===== src/rtl/approx_error_monitor.sv =====
// Accuracy monitor for the 4x4 approximate multiplier: folds |a*b - p| over a
// window of samples into saturating sum, max and error-count statistics.
module approx_error_monitor #(
  parameter int WINDOW = 16,
  parameter int ACC_W  = 16,
  parameter int CNT_W  = $clog2(WINDOW+1)
) (
  input  logic             clk,
  input  logic             rst,
  input  logic             start,
  input  logic             in_valid,
  output logic             in_ready,
  input  logic [3:0]       in_a,
  input  logic [3:0]       in_b,
  input  logic [7:0]       in_p,
  output logic             out_valid,
  input  logic             out_ready,
  output logic [ACC_W-1:0] sum_abs_err,
  output logic [7:0]       max_abs_err,
  output logic [CNT_W-1:0] err_count,
  output logic             busy
);

  typedef enum logic [1:0] {IDLE, ACCUM, DRAIN, REPORT} state_e;

  state_e           state_q;
  logic [CNT_W-1:0] cnt_q;
  logic             s1_vld_q;
  logic [7:0]       d_q;
  logic [ACC_W-1:0] sum_q;
  logic [7:0]       max_q;
  logic [CNT_W-1:0] errc_q;

  logic             accept;
  logic             last;
  logic [7:0]       exact;
  logic [7:0]       d_d;
  logic [ACC_W:0]   sum_ext;
  logic [ACC_W-1:0] sum_d;

  assign in_ready  = (state_q == ACCUM);
  assign out_valid = (state_q == REPORT);
  assign busy      = (state_q != IDLE);
  assign accept    = in_valid & in_ready;
  assign last      = (cnt_q == CNT_W'(WINDOW-1));

  always_comb begin
    exact   = 8'(in_a) * 8'(in_b);
    d_d     = (exact >= in_p) ? (exact - in_p) : (in_p - exact);
    sum_ext = {1'b0, sum_q} + (ACC_W+1)'(d_q);
    // Carry out of the accumulator means saturate instead of wrapping.
    sum_d   = sum_ext[ACC_W] ? {ACC_W{1'b1}} : sum_ext[ACC_W-1:0];
  end

  always_ff @(posedge clk or posedge rst) begin
    if (rst) begin
      state_q  <= IDLE;
      cnt_q    <= '0;
      s1_vld_q <= 1'b0;
      d_q      <= '0;
      sum_q    <= '0;
      max_q    <= '0;
      errc_q   <= '0;
    end else begin
      s1_vld_q <= accept;
      if (accept) d_q <= d_d;

      if (s1_vld_q) begin
        sum_q  <= sum_d;
        if (d_q > max_q) max_q <= d_q;
        errc_q <= errc_q + CNT_W'(d_q != 8'd0);
      end

      case (state_q)
        IDLE: if (start) begin
          state_q <= ACCUM;
          cnt_q   <= '0;
          sum_q   <= '0;
          max_q   <= '0;
          errc_q  <= '0;
        end
        ACCUM: if (accept) begin
          cnt_q <= cnt_q + CNT_W'(1);
          if (last) state_q <= DRAIN;
        end
        // Last sample sits in stage 1 for the first DRAIN cycle and is folded
        // into the accumulators at its end; leave once stage 1 is empty.
        DRAIN:   if (!s1_vld_q) state_q <= REPORT;
        REPORT:  if (out_ready) state_q <= IDLE;
        default: state_q <= IDLE;
      endcase
    end
  end

  assign sum_abs_err = sum_q;
  assign max_abs_err = max_q;
  assign err_count   = errc_q;

endmodule

===== config.mk =====
export PLATFORM = sky130hd
export DESIGN_NAME = approx_error_monitor
export DESIGN_NICKNAME = d
export VERILOG_FILES = /design/src/rtl/approx_error_monitor.sv
export SDC_FILE = /design/constraint.sdc
export NUM_CORES = 1
export LEC_CHECK = 0
export ABC_AREA = 0
export ABC_CLOCK_PERIOD_IN_PS = 2500
export CORE_ASPECT_RATIO = 0.75
export CORE_MARGIN = 2
export CORE_UTILIZATION = 55
export CTS_CLUSTER_SIZE = 10
export DETAILED_ROUTE_END_ITERATION = 6
export PLACE_DENSITY = 0.83
export SLEW_MARGIN = 20
export SYNTH_ARGS = -nofsm -noshare
export SYNTH_HDL_FRONTEND = slang
export SYNTH_SLANG_ARGS = --single-unit

===== constraint.sdc =====
create_clock -name clk -period 2.5 [get_ports clk]
set_clock_uncertainty 0.05 [all_clocks]
set_input_delay 0.25 -clock clk [delete_from_list [all_inputs] [get_ports clk]]
set_output_delay 0.25 -clock clk [all_outputs]
set_load 0.02 [all_outputs]

* Word-level counts from Yosys, hierarchy flattened
Cells that the tools add are included.
** Word-level totals
- Register bits :: 45
- Output and inout bits :: 32
- Logic and storage cells :: 52
- Bits of input ports :: 21
** Operators by class
- Multiply operators :: 1
- Add/subtract/negate cells :: 5
- Order comparisons :: 2
- Multiplexer cells :: 21
- Equality and inequality tests :: 9
- Reduce and logical (&&, ||, !) cells :: 6
- Bitwise gates (word level) :: 1
** Operators by type and width (number)
- 16-bit 2-to-1 mux :: 4
- 8-bit 2-to-1 mux :: 5
- 5-bit 2-to-1 mux :: 5
- 16-bit by 8-bit adder with 17-bit output :: 1
- 8-bit subtractor :: 2
- 2-bit 2-to-1 mux :: 5
- 5-bit one-hot mux with 2 select lines :: 1
- 8-bit >= comparator :: 1
- 8-bit > comparator :: 1
- 4-bit by 4-bit multiplier with 8-bit output :: 1
- 2-bit one-hot mux with 4 select lines :: 1
- 8-bit nonzero test :: 1
- 2-bit by 1-bit != test with 1-bit output, second input constant :: 3
- 5-bit by 1-bit adder with 5-bit output :: 1
- 5-bit by 1-bit adder with 5-bit output, second input constant :: 1
- 5-bit by 4-bit equality test with 1-bit output, second input constant :: 1
- 5-bit AND reduction :: 1
- 2-bit equality test, second input constant :: 2
- 2-bit != test, second input constant :: 2
- 2-bit nonzero test :: 2
- 3-bit AND reduction :: 1
- 2-bit by 1-bit equality test with 1-bit output, second input constant :: 1
- 2-bit zero test :: 1
- 1-bit bitwise AND :: 1

* Longest topological paths before layout
Gate-level depths: netlist of the first run.
- Word-level depth :: 5
- Mapped depth :: 17

* Worst setup path before layout of the first run
No wires, ideal clock.
- Path kind :: input port to flip-flop
- From :: input in_a[0]
- To :: register d_q[2]
- Setup time :: 126 ps
- Slack :: -1514 ps
- Buffers on the path :: 1
- Arrival :: 3838 ps
- Stages on the path :: 16
- Path through :: nand2_1 > fa_1 > inv_1 > fa_1 > ha_1 > a21o_1 > a21oi_1 > xnor2_1 > ha_1 > buf_6 > a21o_1 > a21o_1 > a211oi_4 > mux2i_1 > xor2_1 > o21ai_1
** Between the ends
- Cells in the longest elaborated chain, start to end :: 3
- Elaborated cells on any way between the ends :: 5
- Classes of those cells :: 2 x add/sub; 1 x mul; 1 x order compare; 1 x mux
** Ends and longest elaborated chain
- start, declared :: RTL line 13 : input logic [3:0] in_a,
- 4-bit by 4-bit multiplier with 8-bit output (*) :: RTL line 48 : exact = 8'(in_a) * 8'(in_b);
- 8-bit subtractor or 8-bit >= comparator (tied branches) :: RTL line 49 : d_d = (exact >= in_p) ? (exact - in_p) : (in_p - exact);
- 8-bit 2-to-1 mux (*) :: RTL line 49
- end signal, assigned :: RTL line 60 : d_q <= '0;
- end signal, assigned :: RTL line 66 : if (accept) d_q <= d_d;
- end, declared :: RTL line 29 : logic [7:0] d_q;
Mark *: on every way between the ends. The rest lies on a longest branch, timed or not.
A chain may end at the register's enable or synchronous reset.

* Worst setup path in the final report of the first run
- From :: input in_b[1]
- To :: register d_q[2]
** Between the ends
- Cells in the longest elaborated chain, start to end :: 3
- Elaborated cells on any way between the ends :: 5
- Classes of those cells :: 2 x add/sub; 1 x mul; 1 x order compare; 1 x mux
** Ends and longest elaborated chain
- start, declared :: RTL line 14 : input logic [3:0] in_b,
- 4-bit by 4-bit multiplier with 8-bit output (*) :: RTL line 48
- 8-bit subtractor or 8-bit >= comparator (tied branches) :: RTL line 49
- 8-bit 2-to-1 mux (*) :: RTL line 49
Marks and branches as above.

==> reports/results.tsv, run 1 <==
stage	metric	value	unit
grt	overflow	0	
clock_network	htree_levels	2	
detailed_routing	drtPass1Iterations	5	
grt	first_global_vias	3334	
timing	setup_viol	7	
placement	gp_congestion	0.915	
layout	final_common_cell	buf_4	
critical_path	slowest_stage	fa_1	
critical_path	startpoint	in_b[1]	
clock_network	ctsHoldBuffers	0	
detailed_routing	drc	0	
detailed_routing	wl_per_cell	15.9	microns
critical_path	worstPathArrival	3.89	ns
critical_path	path_max_fanout	7	
clock_network	root_buffer	clkbuf_8	
critical_path	r2r-end	sum_abs_err[6]$_DFF_PP0_	
timing	maxSlewHeadroom	59.2	%
critical_path	path_class	in2reg	
synthesis	synthFlopType	dfrtp_1	
timing	rsz0062_at_grt	yes	
timing	slew_viol_final	0	
synthesis	netlist_instances	412	
critical_path	critical_path_buf_inv_count	3	
placement	io_buffers	52	
critical_path	crit_path_start_kind	input pin	
layout	final_area	4920	sq um
critical_path	path_cells	buf_12, nand2_8, fa_1, inv_1, fa_1, ha_1, a21o_1, a21oi_2, xnor2_1, ha_1, a21o_1, a21o_1, a211oi_4, buf_12, mux2i_2, xor2_1, o21ai_1	
critical_path	critPathCapture	d_q[2]$_DFFE_PP0P_	
die	rows	25	
synthesis	ys_warn_count	0	
detailed_routing	viasPerCell	5.72	
timing	period_minus_slack	3.75	ns
worst_hold_path	min-delay-path-class	in2async	
critical_path	reg2reg_depth	10	
die	fp.dieH	75.3	microns
outcome	violations	setup timing	
layout	final_cell_mix	buf_4, ha_1, clkdlybuf4s50_1	
synthesis	synthDistinctLibCells	44	
timing	clock.fmax	0.267	GHz
critical_path	required	2.64	ns
detailed_routing	drtIter0Drc	197	
outcome	outcome	finished, violations left	
pwr	power_density	993	nW/um^2
pwr	max-vdd-ir-drop	0.000509	V
synthesis	synth_area_leaders	dfrtp_1, ha_1, inv_1	
layout	num_antenna_cells	0	
layout	layout-drive-gt1-share	20.0	%
critical_path	critPathCaptureType	register	
synthesis	synth_area_per_cell	9.05	sq um
timing	worst_slack	-1.25	ns
layout	syn2layout_area_growth	31.9	%
timing	tightest_slew	0.608	ns
detailed_routing	num_vias	3416	
synthesis	seq_area_frac_synth	30.2	%
layout	utilization	76.3	%
synthesis	synth_top_area_share	30.2	%
clock_network	cts.sinks	45	
clock_network	numCtsBuffers	5	
grt	grt_max_degree	46	
die	die-area	7460	sq um
detailed_routing	drt_wl_total	9.47	mm
placement	dp_hpwl	7.19	mm
synthesis	ys_ff_latch	45	
detailed_routing	drtAntennaViolNets	0	
timing	finalCritPeriodShare	150	%
critical_path	cp_slowest_stage_delay	0.52	ns
timing	hold_ws	0.318	ns
clock_network	insertion_delay	0.31	ns
die	initial_core_util	57.9	%
clock_network	cts_max_path_buffers	2	
critical_path	crit_family	adder cells	
clock_network	path_clk_slew	0.10	ns
die	io_pins	53	
critical_path	crit_cells	17	
critical_path	reg2reg_slack	0	ns
synthesis	syn-cell-area	3730	sq um
placement	dpl_worst_slack	-2.13	ns
layout	nets	595	
synthesis	synth_nets	492	
synthesis	ys_async_sr_fraction	100	%
pwr	power	4.89	mW
grt	antenna_found_initial	0	
die	dieWidth	99.1	microns
critical_path	r2r_start	sum_abs_err[0]$_DFF_PP0_	
critical_path	crit_top_cell	a21o_1	
synthesis	synth_top_area_cell	dfrtp_1	
timing	final_hold_viol_count	0	
job	max-cap-violations	0	
synthesis	synth_edf_count	0	
clock_network	cts_tree	built	
placement	place_area	4700	sq um
pwr	power_leakage	2.42	nW
grt	grt_pass1_wl	15.3	mm
grt	grt_use_total	25.5	%
die	core_area	6440	sq um
-- cell type report --
type	instances	area (sq um)
fill	444	1530
inverter	44	165
tap	81	101
timing repair buffer	108	952
clock inverter	3	21.3
sequential	45	1130
multi-input combinational	311	2480
clock buffer	5	68.8
-- registers in the layout (all words and copies together) (netlist names) --
| register | cells |
|---|---|
| d_q | 8 |
| s1_vld_q | 1 |
| err_count | 5 |
| cnt_q | 5 |
| state_q | 2 |
| max_abs_err | 8 |
| sum_abs_err | 16 |
-- per-stage QoR --
stage	TNS [ns]	cells
2_1_floorplan	-9.03	412
4_1_cts	-8.43	594
3_5_place_dp	-14.72	582
3_3_place_gp	-13.25	582
6_report	-8.36	597
5_1_grt	-10.19	597
-- Yosys cell counts, types with 2 or more instances --
cell       n
a211oi_1   7
a21o_1    10
a21o_2     3
a21oi_1   27
a22o_1     4
a311oi_1   3
a31oi_1    8
and2_1    13
and3_1     5
buf_2      2
clkbuf_1   8
dfrtp_1   45
fa_1       7
ha_1      52
inv_1     44
mux2i_1   11
nand2_1   31
nand2b_1   5
nand3_1   14
nand3b_1   3
nand4_1    8
nor2_1    17
nor3_1     6
nor4_1     2
o211ai_1   2
o21a_1     6
o21ai_0   23
o21ai_1    4
o21bai_1   2
o221a_2   10
xnor2_1   10
xor2_1     8
-- worst min-delay path, cell delays in order --
cell and delay, ns:
clkdlybuf4s50_1 0.39, inv_1 0.05, buf_4 0.46
-- per-layer routing --
layer / GRT usage (%) / routed length [microns] / up-vias
met5: 0 / 0 / -
met4: 5.63 / 162 / 0
met3: 3.12 / 430 / 19
met2: 46.2 / 4630 / 108
met1: 33.6 / 4250 / 1613
li1: - / - / 1676
-- power by group --
| part | total [mW] | switching (mW) | internal (mW) |
|---|---|---|---|
| clock | 0.472 | 0.273 | 0.199 |
| sequential | 1.20 | 0.247 | 0.958 |
| combinational | 3.21 | 1.71 | 1.50 |
-- cells by family (layout without fill, tap and decap cells) --
family | count (synthesis) | count (layout) | synth area share [%]
compound gates | 115 | 115 | 21.1
flops | 45 | 45 | 30.2
fa+ha+maj | 59 | 59 | 21.2
mux | 11 | 11 | 2.95
xor+xnor | 18 | 18 | 4.23
buf+inv | 56 | 160 | 5.91
simple gates | 108 | 108 | 14.4
-- what timing repair did --
| action | in CTS | in global routing |
|---|---|---|
| buffers inserted | 4 | 3 |
| gates resized for setup | 38 | 13 |
| pin swaps | 21 | 4 |
| setup endpoints to repair | 15 | 23 |
-- how the worst min path moves through the flow --
stage                              start                         to  slack, ns  cells after the start
3_5_place_dp   sum_abs_err[12]$_DFF_PP0_  sum_abs_err[12]$_DFF_PP0_       0.46                      1
3_3_place_gp        cnt_q[4]$_DFFE_PP0P_       cnt_q[4]$_DFFE_PP0P_       0.44                      1
6_report                             rst  sum_abs_err[13]$_DFF_PP0_       0.32                      3
4_1_cts                              rst         d_q[0]$_DFFE_PP0P_       0.35                      3
2_1_floorplan       cnt_q[4]$_DFFE_PP0P_       cnt_q[4]$_DFFE_PP0P_       0.42                      1
5_1_grt                              rst         d_q[3]$_DFFE_PP0P_       0.38                      3
No activity file was read; power rests on OpenSTA's default activity.
==> run 2, diff against run 1 <==
--- a/config.mk
+++ b/config.mk
@@ -13,7 +13,9 @@
 export CTS_CLUSTER_SIZE = 10
 export DETAILED_ROUTE_END_ITERATION = 6
 export PLACE_DENSITY = 0.83
+export REMOVE_ABC_BUFFERS = 1
 export SLEW_MARGIN = 20
 export SYNTH_ARGS = -nofsm -noshare
 export SYNTH_HDL_FRONTEND = slang
 export SYNTH_SLANG_ARGS = --single-unit
+export TNS_END_PERCENT = 20
==> reports/results.tsv, run 2 (synthesis results as in run 1) <==
stage	metric	value	unit	change
layout	syn2layout_area_growth	34.3	%	was 31.9%
layout	final_common_cell	buf_4		unchanged
grt	first_global_vias	3311		was 3334
critical_path	reg2reg_depth	8		was 10
pwr	power	5.12	mW	was 4.89 mW
outcome	violations	setup timing		unchanged
timing	tightest_slew	0.732	ns	was 0.608 ns
layout	final_cells	595		was 597
clock_network	root_buffer	clkbuf_8		unchanged
timing	clock.fmax	0.261	GHz	was 0.267 GHz
die	core_area	6440	sq um	unchanged
clock_network	cts_max_path_buffers	2		unchanged
detailed_routing	drc	0		unchanged
timing	worst_slack	-1.33	ns	was -1.25 ns
grt	grt_use_total	25.6	%	was 25.5%
placement	dp_hpwl	7.15	mm	was 7.19 mm
timing	setup_viol	7		unchanged
detailed_routing	viasPerCell	5.89		was 5.72
critical_path	r2r-end	sum_abs_err[1]$_DFF_PP0_		was sum_abs_err[6]$_DFF_PP0_
critical_path	r2r_start	sum_abs_err[3]$_DFF_PP0_		was sum_abs_err[0]$_DFF_PP0_
critical_path	reg2reg_slack	0.08	ns	was 0 ns
layout	fill_cells	400		was 444
critical_path	required	2.62	ns	was 2.64 ns
placement	io_buffers	52		unchanged
timing	maxSlewHeadroom	51.2	%	was 59.2%
pwr	power_leakage	2.45	nW	was 2.42 nW
die	die-area	7460	sq um	unchanged
detailed_routing	drtPass1Iterations	5		unchanged
die	fp.dieH	75.3	microns	unchanged
die	initial_core_util	57.9	%	unchanged
clock_network	htree_levels	2		unchanged
timing	period_minus_slack	3.83	ns	was 3.75 ns
detailed_routing	num_vias	3504		was 3416
grt	grt_pass1_wl	15.3	mm	about the same
layout	num_antenna_cells	0		unchanged
layout	final_area	5010	sq um	was 4920 sq um
clock_network	ctsHoldBuffers	0		unchanged
timing	slew_viol_final	0		unchanged
critical_path	startpoint	in_b[3]		was in_b[1]
layout	final_cell_mix	buf_4, ha_1, dfrtp_1, clkdlybuf4s50_1, inv_1		was buf_4, ha_1, clkdlybuf4s50_1
critical_path	path_class	in2reg		unchanged
grt	overflow	0		unchanged
layout	layout-drive-gt1-share	21.2	%	was 20.0%
die	io_pins	53		unchanged
critical_path	path_max_fanout	7		unchanged
timing	rsz0062_at_grt	yes		unchanged
placement	place_inst	582		unchanged
timing	final_hold_viol_count	0		unchanged
detailed_routing	drtAntennaViolNets	0		unchanged
grt	antenna_found_initial	0		unchanged
critical_path	critPathCaptureType	register		unchanged
timing	finalCritPeriodShare	153	%	was 150%
critical_path	critPathCapture	d_q[5]$_DFFE_PP0P_		was d_q[2]$_DFFE_PP0P_
placement	dpl_worst_slack	-2.18	ns	was -2.13 ns
clock_network	cts_tree	built		unchanged
critical_path	worstPathArrival	3.95	ns	was 3.89 ns
placement	gp_congestion	0.940		was 0.915
detailed_routing	wl_per_cell	16.1	microns	was 15.9 microns
worst_hold_path	min-delay-path-class	in2async		unchanged
detailed_routing	drt_wl_total	9.55	mm	was 9.47 mm
clock_network	path_clk_slew	0.08	ns	was 0.10 ns
outcome	outcome	finished, violations left		unchanged
die	rows	25		unchanged
clock_network	insertion_delay	0.31	ns	about the same
pwr	max-vdd-ir-drop	0.000663	V	was 0.000509 V
placement	place_area	4690	sq um	was 4700 sq um
pwr	power_density	1020	nW/um^2	was 993 nW/um^2
detailed_routing	drtIter0Drc	194		was 197
job	max-cap-violations	0		unchanged
clock_network	cts.sinks	45		unchanged
layout	largest_reg_flops	16		unchanged
grt	grt_max_degree	29		was 46
critical_path	crit_path_start_kind	input pin		unchanged
clock_network	numCtsBuffers	5		unchanged
die	dieWidth	99.1	microns	unchanged
layout	nets	593		was 595
-- run 2: final cells by class --
cell class	count	area [sq um]	share of cell area [%]
inverters	44	165	3.30
multi-input cells	311	2520	50.4
clock buffers	5	68.8	1.37
flip-flops and latches	45	1130	22.5
clock inverters	3	65.1	1.30
repair buffers	106	956	19.1
well taps	81	101	2.02
-- run 2: worst min-delay path by stage --
stage                         start                         to  slack [ns]  cells after the start
2_1_floorplan              in_valid       cnt_q[2]$_DFFE_PP0P_        0.42                      3
3_3_place_gp   cnt_q[4]$_DFFE_PP0P_       cnt_q[4]$_DFFE_PP0P_        0.44                      1
3_5_place_dp   cnt_q[4]$_DFFE_PP0P_       cnt_q[4]$_DFFE_PP0P_        0.44                      1
4_1_cts                         rst  sum_abs_err[13]$_DFF_PP0_        0.34                      2
5_1_grt                         rst  sum_abs_err[11]$_DFF_PP0_        0.39                      2
6_report                        rst  sum_abs_err[13]$_DFF_PP0_        0.32                      2
-- run 2: report_power, final --
part           internal, mW  leakage [nW]  switching (mW)  total [mW]
registers             0.959         0.590           0.226        1.18
logic                  1.54          1.79            1.73        3.27
clock network         0.397        0.0681           0.266       0.663
total                  2.90          2.45            2.22        5.12
-- run 2: what timing repair did --
action,4_1_cts,5_1_grt
setup endpoints to repair,7,19
buffers inserted,3,2
resized for setup,44,16
pin swaps,27,19
-- run 2: per-layer routing --
| metal | global-route usage, % | vias up | share of wire, % |
|---|---|---|---|
| met3 | 4.50 | 31 | 5.9 |
| met1 | 35.4 | 1657 | 45 |
| met4 | 6.54 | 0 | 2.1 |
| met5 | 0 | - | 0 |
| met2 | 42.6 | 140 | 47 |
| li1 | - | 1676 | - |
-- run 2: metrics by stage --
stage | TNS [ns] | util, % | hold slack (ns)
floorplan | -10.28 | - | 0.417
global placement | -13.69 | 72.8 | 0.441
detailed placement | -14.86 | 72.8 | 0.445
CTS | -8.36 | 76.0 | 0.342
global route | -9.93 | 77.7 | 0.393
finish | -9.01 | 77.7 | 0.324
-- run 2: critical path, stage by stage --
cell      delay, ns
buf_8          0.08
nand2_4        0.04
fa_1           0.55
inv_2          0.04
fa_1           0.56
ha_1           0.24
a21o_1         0.19
a21oi_4        0.16
buf_4          0.14
xnor2_2        0.14
ha_4           0.24
a21o_1         0.18
a21o_1         0.21
a211oi_4       0.24
buf_12         0.18
mux2i_4        0.27
xnor2_2        0.15
o21ai_1        0.08
==> run 3, diff against run 2 <==
--- a/config.mk
+++ b/config.mk
@@ -10,10 +10,10 @@
 export CORE_ASPECT_RATIO = 0.75
 export CORE_MARGIN = 2
 export CORE_UTILIZATION = 55
+export CTS_CLUSTER_DIAMETER = 200
 export CTS_CLUSTER_SIZE = 10
 export DETAILED_ROUTE_END_ITERATION = 6
 export PLACE_DENSITY = 0.83
-export REMOVE_ABC_BUFFERS = 1
 export SLEW_MARGIN = 20
 export SYNTH_ARGS = -nofsm -noshare
 export SYNTH_HDL_FRONTEND = slang
==> reports/results.tsv, run 3 (synthesis results as in run 1) <==
stage	metric	value	unit	change
outcome	outcome	finished, violations left		unchanged
outcome	violations	setup timing		unchanged
detailed_routing	drtIter0Drc	156		was 194
pwr	power_density	986	nW/um^2	was 1020 nW/um^2
clock_network	ctsHoldBuffers	0		unchanged
timing	finalCritPeriodShare	153	%	about the same
layout	nets	595		was 593
layout	layout-drive-gt1-share	20.7	%	was 21.2%
layout	final_cells	597		was 595
die	fp.dieH	75.3	microns	unchanged
grt	first_global_vias	3346		was 3311
critical_path	r2r_start	d_q[0]$_DFFE_PP0P_		was sum_abs_err[3]$_DFF_PP0_
die	core_area	6440	sq um	unchanged
detailed_routing	num_vias	3487		was 3504
detailed_routing	drtPass1Iterations	5		unchanged
grt	grt_use_total	26.0	%	was 25.6%
timing	tightest_slew	0.697	ns	was 0.732 ns
critical_path	crit_family	adder cells		unchanged
placement	place_area	4680	sq um	was 4690 sq um
clock_network	cts.sinks	45		unchanged
detailed_routing	drt_wl_total	9.64	mm	was 9.55 mm
grt	antenna_found_initial	0		unchanged
timing	final_hold_viol_count	0		unchanged
die	rows	25		unchanged
critical_path	path_cells	buf_8, nand2_8, fa_1, inv_1, fa_1, buf_4, inv_2, fa_2, inv_2, a21oi_2, o21bai_1, xor2_1, ha_1, a21o_1, a211oi_4, buf_12, mux2i_1, xor2_1, o21ai_1		was buf_8, nand2_4, fa_1, inv_2, fa_1, ha_1, a21o_1, a21oi_4, buf_4, xnor2_2, ha_4, a21o_1, a21o_1, a211oi_4, buf_12, mux2i_4, xnor2_2, o21ai_1
placement	dpl_worst_slack	-2.10	ns	was -2.18 ns
critical_path	crit_path_start_kind	input pin		unchanged
worst_hold_path	min-delay-path-class	in2async		unchanged
pwr	power_leakage	2.43	nW	was 2.45 nW
pwr	max-vdd-ir-drop	0.000546	V	was 0.000663 V
die	dieWidth	99.1	microns	unchanged
layout	syn2layout_area_growth	33.1	%	was 34.3%
layout	regArea	1130	sq um	unchanged
critical_path	startpoint	in_a[2]		was in_b[3]
detailed_routing	wl_per_cell	16.1	microns	about the same
placement	io_buffers	52		unchanged
timing	worst_slack	-1.32	ns	was -1.33 ns
critical_path	critPathCaptureType	register		unchanged
layout	final_cell_mix	buf_4, ha_1, dfrtp_1, clkdlybuf4s50_1, inv_1		unchanged
job	max-cap-violations	0		unchanged
timing	rsz0062_at_grt	yes		unchanged
critical_path	required	2.64	ns	was 2.62 ns
pwr	power	4.89	mW	was 5.12 mW
grt	grt_pass1_wl	15.4	mm	was 15.3 mm
critical_path	path_max_fanout	7		unchanged
layout	largest_reg_flops	16		unchanged
clock_network	cts_max_path_buffers	2		unchanged
placement	place_inst	579		was 582
clock_network	cts_tree	built		unchanged
die	initial_core_util	57.9	%	unchanged
layout	num_antenna_cells	0		unchanged
clock_network	path_clk_slew	0.09	ns	was 0.08 ns
grt	overflow	0		unchanged
clock_network	numCtsBuffers	5		unchanged
die	io_pins	53		unchanged
detailed_routing	viasPerCell	5.84		was 5.89
placement	dp_hpwl	7.01	mm	was 7.15 mm
critical_path	slowest_stage	fa_1		unchanged
critical_path	worstPathArrival	3.96	ns	was 3.95 ns
clock_network	root_buffer	clkbuf_8		unchanged
layout	final_common_cell	buf_4		unchanged
timing	clock.fmax	0.262	GHz	was 0.261 GHz
critical_path	cp_slowest_stage_delay	0.52	ns	was 0.56 ns
timing	setup_viol	7		unchanged
grt	grt_max_degree	22		was 29
placement	gp_congestion	0.914		was 0.940
timing	period_minus_slack	3.82	ns	was 3.83 ns
detailed_routing	drc	0		unchanged
detailed_routing	drtAntennaViolNets	0		unchanged
die	die-area	7460	sq um	unchanged
layout	multi_input_area	2510	sq um	was 2520 sq um
clock_network	htree_levels	2		unchanged
layout	fill_cells	446		was 400
clock_network	insertion_delay	0.31	ns	about the same
layout	final_area	4960	sq um	was 5010 sq um
critical_path	path_class	in2reg		unchanged
timing	maxSlewHeadroom	53.6	%	was 51.2%
timing	slew_viol_final	0		unchanged
critical_path	critical_path_buf_inv_count	6		was 4
run 3: cell types whose count changed in the layout (fill, tap and decap cells not counted), sizes merged:
cell,previous run,this run
dlygate4sd2,1,0
buf,60,62
clkbuf,5,6
bufinv,2,1
dlymetal6s2s,0,1
run 3: path summary, 6_finish.rpt:
path / depth (start not counted) / slack (ns) / endpoint
min in group clk: 1 / 0.48 / cnt_q[4]$_DFFE_PP0P_
max in group asynchronous: 3 / 1.53 / sum_abs_err[9]$_DFF_PP0_
worst max register to register: 9 / 0.08 / sum_abs_err[7]$_DFF_PP0_
worst min register to register: 1 / 0.48 / cnt_q[4]$_DFFE_PP0P_
worst min-delay path: 2 / 0.24 / sum_abs_err[14]$_DFF_PP0_
worst max-delay path: 19 / -1.32 / d_q[2]$_DFFE_PP0P_
run 3: layout make-up:
type | instances | area share [%]
sequential | 45 | 22.7
tap | 81 | 2.04
inverter | 44 | 3.33
multi-input combinational | 311 | 50.5
timing repair buffer | 108 | 19.2
clock buffer | 6 | 1.46
clock inverter | 2 | 0.782
run 3: timing repair:
| item | CTS | global route |
|---|---|---|
| gates resized for setup | 40 | 13 |
| endpoints found under the hold margin | 0 | 0 |
| setup buffers | 8 | 2 |
| endpoints found under the setup margin | 15 | 19 |
| pin swaps | 23 | 17 |
run 3: power breakdown:
part / switching, mW / internal [mW]
sequential: 0.265 / 0.958
combinational: 1.62 / 1.47
clock: 0.274 / 0.301
run 3: through the flow:
stage          utilization, %  hold WS, ns  setup TNS, ns
2_1_floorplan               -        0.423          -9.04
3_3_place_gp             72.6        0.438         -13.28
3_5_place_dp             72.6        0.446         -14.31
4_1_cts                  75.8        0.256          -8.52
5_1_grt                  77.0        0.298         -10.51
6_report                 77.0        0.241          -8.86
run 3: metal layers:
layer  wire [microns]  share of wire [%]  GRT usage (%)  up-vias
li1                 -                  -              -     1676
met1             4190                 43           33.3     1641
met2             4730                 49           44.4      151
met3              550                5.7           4.86       19
met4              176                1.8           10.7        0
met5                0                  0              0        -
